[config.mk]
export PLATFORM = sky130hd
export DESIGN_NAME = spi_pixel_receiver
export DESIGN_NICKNAME = d
export VERILOG_FILES = /design/src/rtl/spi_pixel_receiver.sv
export SDC_FILE = /design/constraint.sdc
export NUM_CORES = 1
export LEC_CHECK = 0
export BUFFER_PORTS_ARGS = -buffer_cell sky130_fd_sc_hd__buf_2
export CAP_MARGIN = 20
export CORE_MARGIN = 2
export CORE_UTILIZATION = 45
export CTS_CLUSTER_SIZE = 10
export DETAILED_ROUTE_END_ITERATION = 8
export SLEW_MARGIN = 15
export SYNTH_ARGS = -nofsm -noshare
export SYNTH_HDL_FRONTEND = slang
export SYNTH_SLANG_ARGS = --single-unit
export TNS_END_PERCENT = 100
[constraint.sdc]
create_clock -name clk_in -period 1.85 [get_ports clk_in]
set_input_delay 0.37 -clock clk_in [delete_from_list [all_inputs] [get_ports clk_in]]
set_output_delay 0.37 -clock clk_in [all_outputs]
set_load 0.1 [all_outputs]
[src/rtl/spi_pixel_receiver.sv]
// Receives MSB-first nibbles over the 4-line SPI pixel link and emits full pixels with raster position.
// Optional frame alignment check against the sender's final-pixel flag: define SPI_RECV_FRAME_CHECK_EN.
module spi_pixel_receiver #(
   parameter int DATA_WIDTH = 8,
   parameter int LINES      = 4,
   parameter int H_ACTIVE   = 1280,
   parameter int V_ACTIVE   = 720
) (
   input  logic                  clk_in,
   input  logic                  rst_n_in,
   input  logic [LINES-1:0]      chip_data_in,
   input  logic                  chip_clk_in,
   input  logic                  chip_sel_in,
   input  logic                  final_pixel_in,
   input  logic                  clear_err_in,
   output logic [DATA_WIDTH-1:0] pixel_out,
   output logic                  pixel_valid_out,
   output logic [10:0]           hcount_out,
   output logic [9:0]            vcount_out,
   output logic                  frame_done_out,
   output logic                  short_err_out,
   output logic                  long_err_out,
   output logic                  frame_err_out
);

   localparam int NIBBLES = DATA_WIDTH / LINES;
   localparam int BEAT_W  = $clog2(NIBBLES + 1);
   localparam logic [BEAT_W-1:0] BEAT_FULL = BEAT_W'(NIBBLES);
   localparam logic [BEAT_W-1:0] BEAT_LAST = BEAT_W'(NIBBLES - 1);
   localparam logic [BEAT_W-1:0] BEAT_ONE  = BEAT_W'(1);
   localparam logic [BEAT_W-1:0] BEAT_ZERO = BEAT_W'(0);
   localparam logic [10:0] H_LAST = 11'(H_ACTIVE - 1);
   localparam logic [9:0]  V_LAST = 10'(V_ACTIVE - 1);

   typedef enum logic [0:0] {ST_IDLE = 1'b0, ST_RECV = 1'b1} state_t;

   state_t state_r, state_next_s;
   logic clk_s1_r, clk_s2_r, clk_d_r;
   logic cs_s1_r, cs_s2_r, cs_d_r;
   logic fin_s1_r, fin_s2_r, fin_lat_r;
   logic [LINES-1:0] data_s1_r, data_s2_r;
   logic dclk_rise_s, cs_fall_s, cs_rise_s;
   logic start_s, capture_s, long_s, short_s;
   logic [BEAT_W-1:0] beat_r;
   logic [DATA_WIDTH-1:0] shift_r, pixel_r;
   logic emit_pend_r;
   logic [10:0] hcount_r, h_next_s, hcount_out_r;
   logic [9:0]  vcount_r, v_next_s, vcount_out_r;
   logic at_last_s, force_zero_s, frame_end_s, frame_mis_s;
   logic valid_r, done_r, short_err_r, long_err_r, frame_err_r;

   // Two-flop synchronizers plus one edge-detect stage; data and flag follow the DCLK path.
   always_ff @(posedge clk_in or negedge rst_n_in) begin
      if (!rst_n_in) begin
         clk_s1_r  <= 1'b0;
         clk_s2_r  <= 1'b0;
         clk_d_r   <= 1'b0;
         cs_s1_r   <= 1'b1;
         cs_s2_r   <= 1'b1;
         cs_d_r    <= 1'b1;
         fin_s1_r  <= 1'b0;
         fin_s2_r  <= 1'b0;
         data_s1_r <= '0;
         data_s2_r <= '0;
      end else begin
         clk_s1_r  <= chip_clk_in;
         clk_s2_r  <= clk_s1_r;
         clk_d_r   <= clk_s2_r;
         cs_s1_r   <= chip_sel_in;
         cs_s2_r   <= cs_s1_r;
         cs_d_r    <= cs_s2_r;
         fin_s1_r  <= final_pixel_in;
         fin_s2_r  <= fin_s1_r;
         data_s1_r <= chip_data_in;
         data_s2_r <= data_s1_r;
      end
   end

   assign dclk_rise_s = clk_s2_r & ~clk_d_r;
   assign cs_fall_s   = ~cs_s2_r & cs_d_r;
   assign cs_rise_s   = cs_s2_r & ~cs_d_r;

   // FSM state register.
   always_ff @(posedge clk_in or negedge rst_n_in) begin
      if (!rst_n_in) begin
         state_r <= ST_IDLE;
      end else begin
         state_r <= state_next_s;
      end
   end

   // FSM next-state logic.
   always_comb begin
      state_next_s = state_r;
      case (state_r)
         ST_IDLE: if (cs_fall_s) state_next_s = ST_RECV; else state_next_s = ST_IDLE;
         ST_RECV: if (cs_rise_s) state_next_s = ST_IDLE; else state_next_s = ST_RECV;
         default: state_next_s = ST_IDLE;
      endcase
   end

   // FSM outputs: per-cycle beat and error controls.
   always_comb begin
      start_s   = 1'b0;
      capture_s = 1'b0;
      long_s    = 1'b0;
      short_s   = 1'b0;
      case (state_r)
         ST_IDLE: begin
            if (cs_fall_s) start_s = 1'b1; else start_s = 1'b0;
         end
         ST_RECV: begin
            if (cs_fall_s) begin
               start_s = 1'b1;
               short_s = (beat_r != BEAT_ZERO);
            end else if (cs_rise_s) begin
               short_s = (beat_r != BEAT_ZERO) && (beat_r < BEAT_FULL);
            end else if (dclk_rise_s) begin
               if (beat_r == BEAT_FULL) long_s = 1'b1; else capture_s = 1'b1;
            end else begin
               capture_s = 1'b0;
            end
         end
         default: start_s = 1'b0;
      endcase
   end

   // Beat counter, nibble shift register and final-flag latch.
   always_ff @(posedge clk_in or negedge rst_n_in) begin
      if (!rst_n_in) begin
         beat_r      <= BEAT_ZERO;
         shift_r     <= '0;
         fin_lat_r   <= 1'b0;
         emit_pend_r <= 1'b0;
      end else begin
         emit_pend_r <= capture_s && (beat_r == BEAT_LAST);
         if (start_s) begin
            beat_r <= BEAT_ZERO;
         end else if (capture_s) begin
            beat_r  <= beat_r + BEAT_ONE;
            shift_r <= {shift_r[DATA_WIDTH-LINES-1:0], data_s2_r};
            if (beat_r == BEAT_ZERO) fin_lat_r <= fin_s2_r;
         end
      end
   end

   // Next raster position and frame-end classification of the pixel being emitted.
   always_comb begin
      at_last_s = (hcount_r == H_LAST) && (vcount_r == V_LAST);
`ifdef SPI_RECV_FRAME_CHECK_EN
      force_zero_s = fin_lat_r & ~at_last_s;
      frame_end_s  = fin_lat_r | at_last_s;
      frame_mis_s  = fin_lat_r ^ at_last_s;
`else
      force_zero_s = 1'b0;
      frame_end_s  = at_last_s;
      frame_mis_s  = 1'b0;
`endif
      h_next_s = hcount_r;
      v_next_s = vcount_r;
      if (force_zero_s) begin
         h_next_s = 11'd0;
         v_next_s = 10'd0;
      end else if (hcount_r == H_LAST) begin
         h_next_s = 11'd0;
         v_next_s = (vcount_r == V_LAST) ? 10'd0 : vcount_r + 10'd1;
      end else begin
         h_next_s = hcount_r + 11'd1;
      end
   end

`ifndef SPI_RECV_FRAME_CHECK_EN
   // The latched final flag is not consulted without frame checking.
   logic unused_fin_s;
   assign unused_fin_s = fin_lat_r;
`endif

   // Registered pixel outputs, position counters and sticky error flags.
   always_ff @(posedge clk_in or negedge rst_n_in) begin
      if (!rst_n_in) begin
         pixel_r      <= '0;
         valid_r      <= 1'b0;
         done_r       <= 1'b0;
         hcount_r     <= 11'd0;
         vcount_r     <= 10'd0;
         hcount_out_r <= 11'd0;
         vcount_out_r <= 10'd0;
         short_err_r  <= 1'b0;
         long_err_r   <= 1'b0;
         frame_err_r  <= 1'b0;
      end else begin
         valid_r <= emit_pend_r;
         done_r  <= emit_pend_r & frame_end_s;
         if (emit_pend_r) begin
            pixel_r      <= shift_r;
            hcount_out_r <= hcount_r;
            vcount_out_r <= vcount_r;
            hcount_r     <= h_next_s;
            vcount_r     <= v_next_s;
         end
         if (short_s) short_err_r <= 1'b1;
         else if (clear_err_in) short_err_r <= 1'b0;
         if (long_s) long_err_r <= 1'b1;
         else if (clear_err_in) long_err_r <= 1'b0;
         if (emit_pend_r && frame_mis_s) frame_err_r <= 1'b1;
         else if (clear_err_in) frame_err_r <= 1'b0;
      end
   end

   assign pixel_out       = pixel_r;
   assign pixel_valid_out = valid_r;
   assign hcount_out      = hcount_out_r;
   assign vcount_out      = vcount_out_r;
   assign frame_done_out  = done_r;
   assign short_err_out   = short_err_r;
   assign long_err_out    = long_err_r;
   assign frame_err_out   = frame_err_r;

endmodule

[Yosys cells after proc, flatten, opt, wreduce, memory -nomap -nowiden]
Index checks and enable logic that the tools add are counted.
Storage, ports and cells
  word-level logic and storage cells: 70
  output and inout port bits: 34
  register bits: 80
  input bits: 10
Operators by class
  muxes and demuxes: 23
  eq/ne operators: 4
  $add $sub $neg: 3
  reduce and logical (&&, ||, !) cells: 9
  $lt $le $gt $ge: 1
  bitwise operators: 9
Operators by type and width (count)
  1-bit 2-to-1 mux: 18
  11-bit by 1-bit adder with 11-bit output, second input constant: 1
  11-bit == test, second input constant: 1
  11-bit 2-to-1 mux: 1
  10-bit by 1-bit adder with 10-bit output, second input constant: 1
  10-bit == test, second input constant: 1
  10-bit 2-to-1 mux: 1
  2-bit nonzero test: 4
  1-bit inverter: 5
  1-bit bitwise AND: 4
  2-bit 2-to-1 mux: 2
  2-bit AND reduction: 2
  1-bit logical AND: 3
  2-bit by 1-bit adder with 2-bit output, second input constant: 1
  2-bit by 1-bit == test with 1-bit output, second input constant: 1
  2-bit == test, second input constant: 1
  2-bit < comparator, second input constant: 1
  1-bit case mux with 2 select lines: 1

[Longest topological paths before layout]
  word-level depth: 8
  mapped depth: 6
  gate-level depth less buffers: 6

[Worst setup path after synthesis]
OpenSTA, ideal clock, no wires.
  path type: register to register
  start: register beat_r[0]
  end: register shift_r[0]
  cell stages (with the launch flop): 6
  setup slack: 0.242 ns
  period minus slack after synthesis: 1.608 ns
  path buffers: 1
  data arrival time: 1.483 ns
  setup time: 0.125 ns
  data required time: 1.725 ns
  cells stage by stage: dfrtp_1 > inv_1 > ha_1 > nor4_4 > buf_6 > mux2_2
Between the ends
  longest elaborated chain between the ends: 7
Ends and longest elaborated chain
  start, declared: RTL line 44  | logic [BEAT_W-1:0] beat_r;
  start signal, assigned: RTL line 140  | beat_r <= beat_r + BEAT_ONE;
  2-bit == test: RTL line 119  | if (beat_r == BEAT_FULL) long_s = 1'b1; else capture_s = 1'b1;
  1-bit 2-to-1 mux: RTL line 119
  1-bit 2-to-1 mux: RTL line 118  | end else if (dclk_rise_s) begin
  1-bit 2-to-1 mux: RTL line 116  | end else if (cs_rise_s) begin
  1-bit 2-to-1 mux: RTL line 113  | if (cs_fall_s) begin
  1-bit 2-to-1 mux: RTL line 108  | case (state_r)
  2-bit AND reduction (no line)
  end signal, assigned: RTL line 141  | shift_r <= {shift_r[DATA_WIDTH-LINES-1:0], data_s2_r};
  end, declared: RTL line 45  | logic [DATA_WIDTH-1:0] shift_r, pixel_r;
Every way passes these cells.
A chain may end at the register's enable or synchronous reset.

[Worst setup path in the final report]
  start: register beat_r[0]
  end: register shift_r[3]
Same word-level chain as after synthesis.

==> qor.yml <==
maxCapViolCount: 0
drt-pass1-iter-count: 4
critPathMaxStageDelay_ns: 0.39
n_antenna_cell: 0
drcViolationCount: 0
drv_slew: 0
reg2reg_depth: 5
h-tree-depth: 3
postSynthCellCount: 233
place_congestion: 0.743
io_pins: 44
max_freq_mhz: 601
antenna_found_initial: 0
fin_skew_ns: 0.00688
cts_tree: "yes"
utilization_pct: 55.1
worstSkewPairLatency_ns: 0.35
wl_met1_mm: 2.57
rsz0062_at_grt: "no"
wire_per_inst_um: 13.5
synth_ff_type: "dfrtp_1"
fin_nets: 300
cp-start-kind: "register"
vias: 1927
antenna_left: 0
reg2reg_slack_ns: 0.19
synth_edf_count: 0
die_w_um: 88.6
crit_path_cell_trace: "inv_1 > ha_1 > nor4_4 > buf_12 > mux2_2"
row_count: 30
synth.cell_area_um2: 3220
initial_core_util_pct: 46.9
synthToLayoutAreaGrowth_pct: 17.5
port_buffers: 41
setup_viol: 0
synth_fp_nets: 248
worstPathRequired_ns: 2.08
ys_types: 45
cp_data_arrival_time_ns: 1.90
hold_depth: 1
cp_max_fo: 12
drtIter0Drc: 68
die-area_um2: 7850
setup.worst_path.class: "reg2reg"
grt_usage_pct: 15.2
fin_tns_setup_ns: 0
ys_seq_area_share_pct: 62.3
whs_ns: 0.117
power.density_nw_per_um2: 1110
synth-seq-cells: 80
status: "finished clean"
design_area_um2: 3790
async_flop_share_pct: 100
min_period_ns: 1.66
ys_warn_count: 0
hold_start: "chip_sel_in"
clockRootBuffer: "clkbuf_8"
num-fill-cells: 616
dr.max_layer_used: "met4"
path_clk_slew_ns: 0.08
holdPathEnd: "cs_s1_r"
finalPower_mw: 4.19
hpwl_mm: 3.57
irDropWorstVdd_mv: 0.533
dr_wl_met3_um: 188
core_area_um2: 6870
min_period_over_period_pct: 89.9
wl_met2_mm: 2.40
cts.path.max_buffers: 2
syn_avg_cell_area_um2: 13.8
placed_cell_area_um2: 3570
overflow: 0
min_path_type: "in2reg"
rr_startpoint: "beat_r[0]"
drive_gt1_share_pct: 39.7
cpMaxStageDelayCell: "dfrtp_1"
die_h_um: 88.6
routed_wl_mm: 5.23
end_kind: "register"
grt_max_degree: 38
grt_pass1_wl_mm: 9.01
hold_viol: 0
r2r-end: "shift_r[3]"
clock_sinks: 80
numCtsBuffers: 9
first_global_vias: 1902
cellLeakagePower_nw: 1.86
cts_setup_buffers: 0
vias_per_cell: 4.99
==> cell type report <==
cell class | instances | area [µm²] | share of cell area [%]
Clock inverter | 2 | 37.5 | 0.991
Sequential cell | 80 | 2010 | 53.0
Tap cell | 96 | 120 | 3.17
Timing Repair Buffer | 49 | 295 | 7.80
Multi-Input combinational cell | 139 | 1130 | 29.9
Inverter | 6 | 22.5 | 0.595
Clock buffer | 14 | 173 | 4.56
==> repair_timing <==
item / in CTS / in global routing
hold endpoints to repair: 22 / 0
setup endpoints to repair: 0 / 0
resized for setup: 0 / 0
hold buffers: 1 / 0
==> critical path, delay by kind of cell, from the launching register on <==
kind,cells,cell delay [ns]
AND/OR/NAND/NOR,1,0.33
adder cells (fa/ha/maj),1,0.24
buffers and inverters,2,0.26
multiplexers,1,0.33
flip-flops,1,0.39
==> cell families (layout without fill, tap and decap cells) <==
group | after synthesis | after routing | share of synthesized area (%)
AOI/OAI and AO/OA | 23 | 23 | 4.62
xor gates and xnor gates | 10 | 10 | 2.72
buffers and inverters | 14 | 71 | 2.60
adders and majority gates | 5 | 5 | 1.94
and+or+nand+nor | 59 | 59 | 11.5
muxes | 41 | 41 | 14.3
DFF | 80 | 80 | 62.3
other | 1 | 1 | 0.116
==> through the flow <==
step / worst slack [ns] / std cells
after floorplan: 0.242 / 233
after global placement: 0.200 / 369
after detailed placement: 0.183 / 369
after CTS: 0.164 / 386
after global routing: 0.0623 / 386
final: 0.186 / 386
==> cell usage in the layout (no fill, tap or decap), drive strengths merged, types with 2 or more instances in the layout <==
| master | netlist | routed |
|---|---|---|
| dfrtp | 77 | 77 |
| buf | 7 | 48 |
| mux2 | 39 | 39 |
| nand2 | 15 | 15 |
| clkbuf | 1 | 14 |
| o21ai | 10 | 10 |
| nor2 | 7 | 7 |
| nand4 | 7 | 7 |
| inv | 6 | 6 |
| xnor2 | 6 | 6 |
| nand3 | 5 | 5 |
| a21oi | 5 | 5 |
| ha | 5 | 5 |
| nor3 | 5 | 5 |
| xor2 | 4 | 4 |
| and3 | 4 | 4 |
| a22o | 3 | 3 |
| dfstp | 3 | 3 |
| nor2b | 2 | 2 |
| mux2i | 2 | 2 |
| nand2b | 2 | 2 |
| nand3b | 2 | 2 |
| and4 | 2 | 2 |
| nor4 | 2 | 2 |
==> where the power goes <==
part	total, mW	internal, mW	switching (mW)
Sequential	2.04	1.93	0.112
Clock	1.34	0.736	0.600
Combinational	0.819	0.196	0.623
==> Yosys cell counts, drive strengths merged (2+ instances only) <==
cell type / instances / area [µm²]
nor2b: 2 / 12.5
dfstp: 3 / 78.8
inv: 6 / 22.5
nor3: 5 / 30.0
a21oi: 5 / 25.0
ha: 5 / 62.6
a22o: 3 / 26.3
xor2: 4 / 35.0
nand2b: 2 / 12.5
and3: 4 / 26.3
nand4: 7 / 50.1
nor4: 2 / 27.5
mux2: 39 / 439
o21ai: 10 / 57.6
nand3: 5 / 25.0
and4: 2 / 20.0
mux2i: 2 / 20.0
nand3b: 2 / 15.0
nor2: 7 / 28.8
dfrtp: 77 / 1930
nand2: 15 / 56.3
xnor2: 6 / 52.6
buf: 7 / 56.3
==> per-layer routing <==
layer / GRT usage [%] / up-vias
met5: 0 / -
met4: 8.68 / 0
met3: 3.36 / 10
met2: 22.1 / 31
met1: 21.2 / 957
li1: - / 929
==> sequential cells by signal (all words and copies together), names as in the netlist <==
signal,cells
hcount_out,11
hcount_r,11
vcount_out,10
vcount_r,10
pixel_out,8
shift_r,8
data_s1_r,4
data_s2_r,4
beat_r,2
clk_d_r,1
clk_s1_r,1
clk_s2_r,1
cs_d_r,1
cs_s1_r,1
cs_s2_r,1
emit_pend_r,1
frame_done_out,1
long_err_out,1
pixel_valid_out,1
short_err_out,1
state_r,1
==> how the worst max path moves through the flow <==
| stage | startpoint | end | slack (ns) |
|---|---|---|---|
| after floorplan | beat_r[0] | shift_r[0] | 0.24 |
| after global placement | beat_r[0] | shift_r[4] | 0.20 |
| after detailed placement | beat_r[0] | shift_r[3] | 0.18 |
| after CTS | beat_r[0] | shift_r[3] | 0.16 |
| after global routing | beat_r[0] | shift_r[2] | 0.06 |
| final | beat_r[0] | shift_r[3] | 0.19 |
No activity file was read; power rests on OpenSTA's default activity.
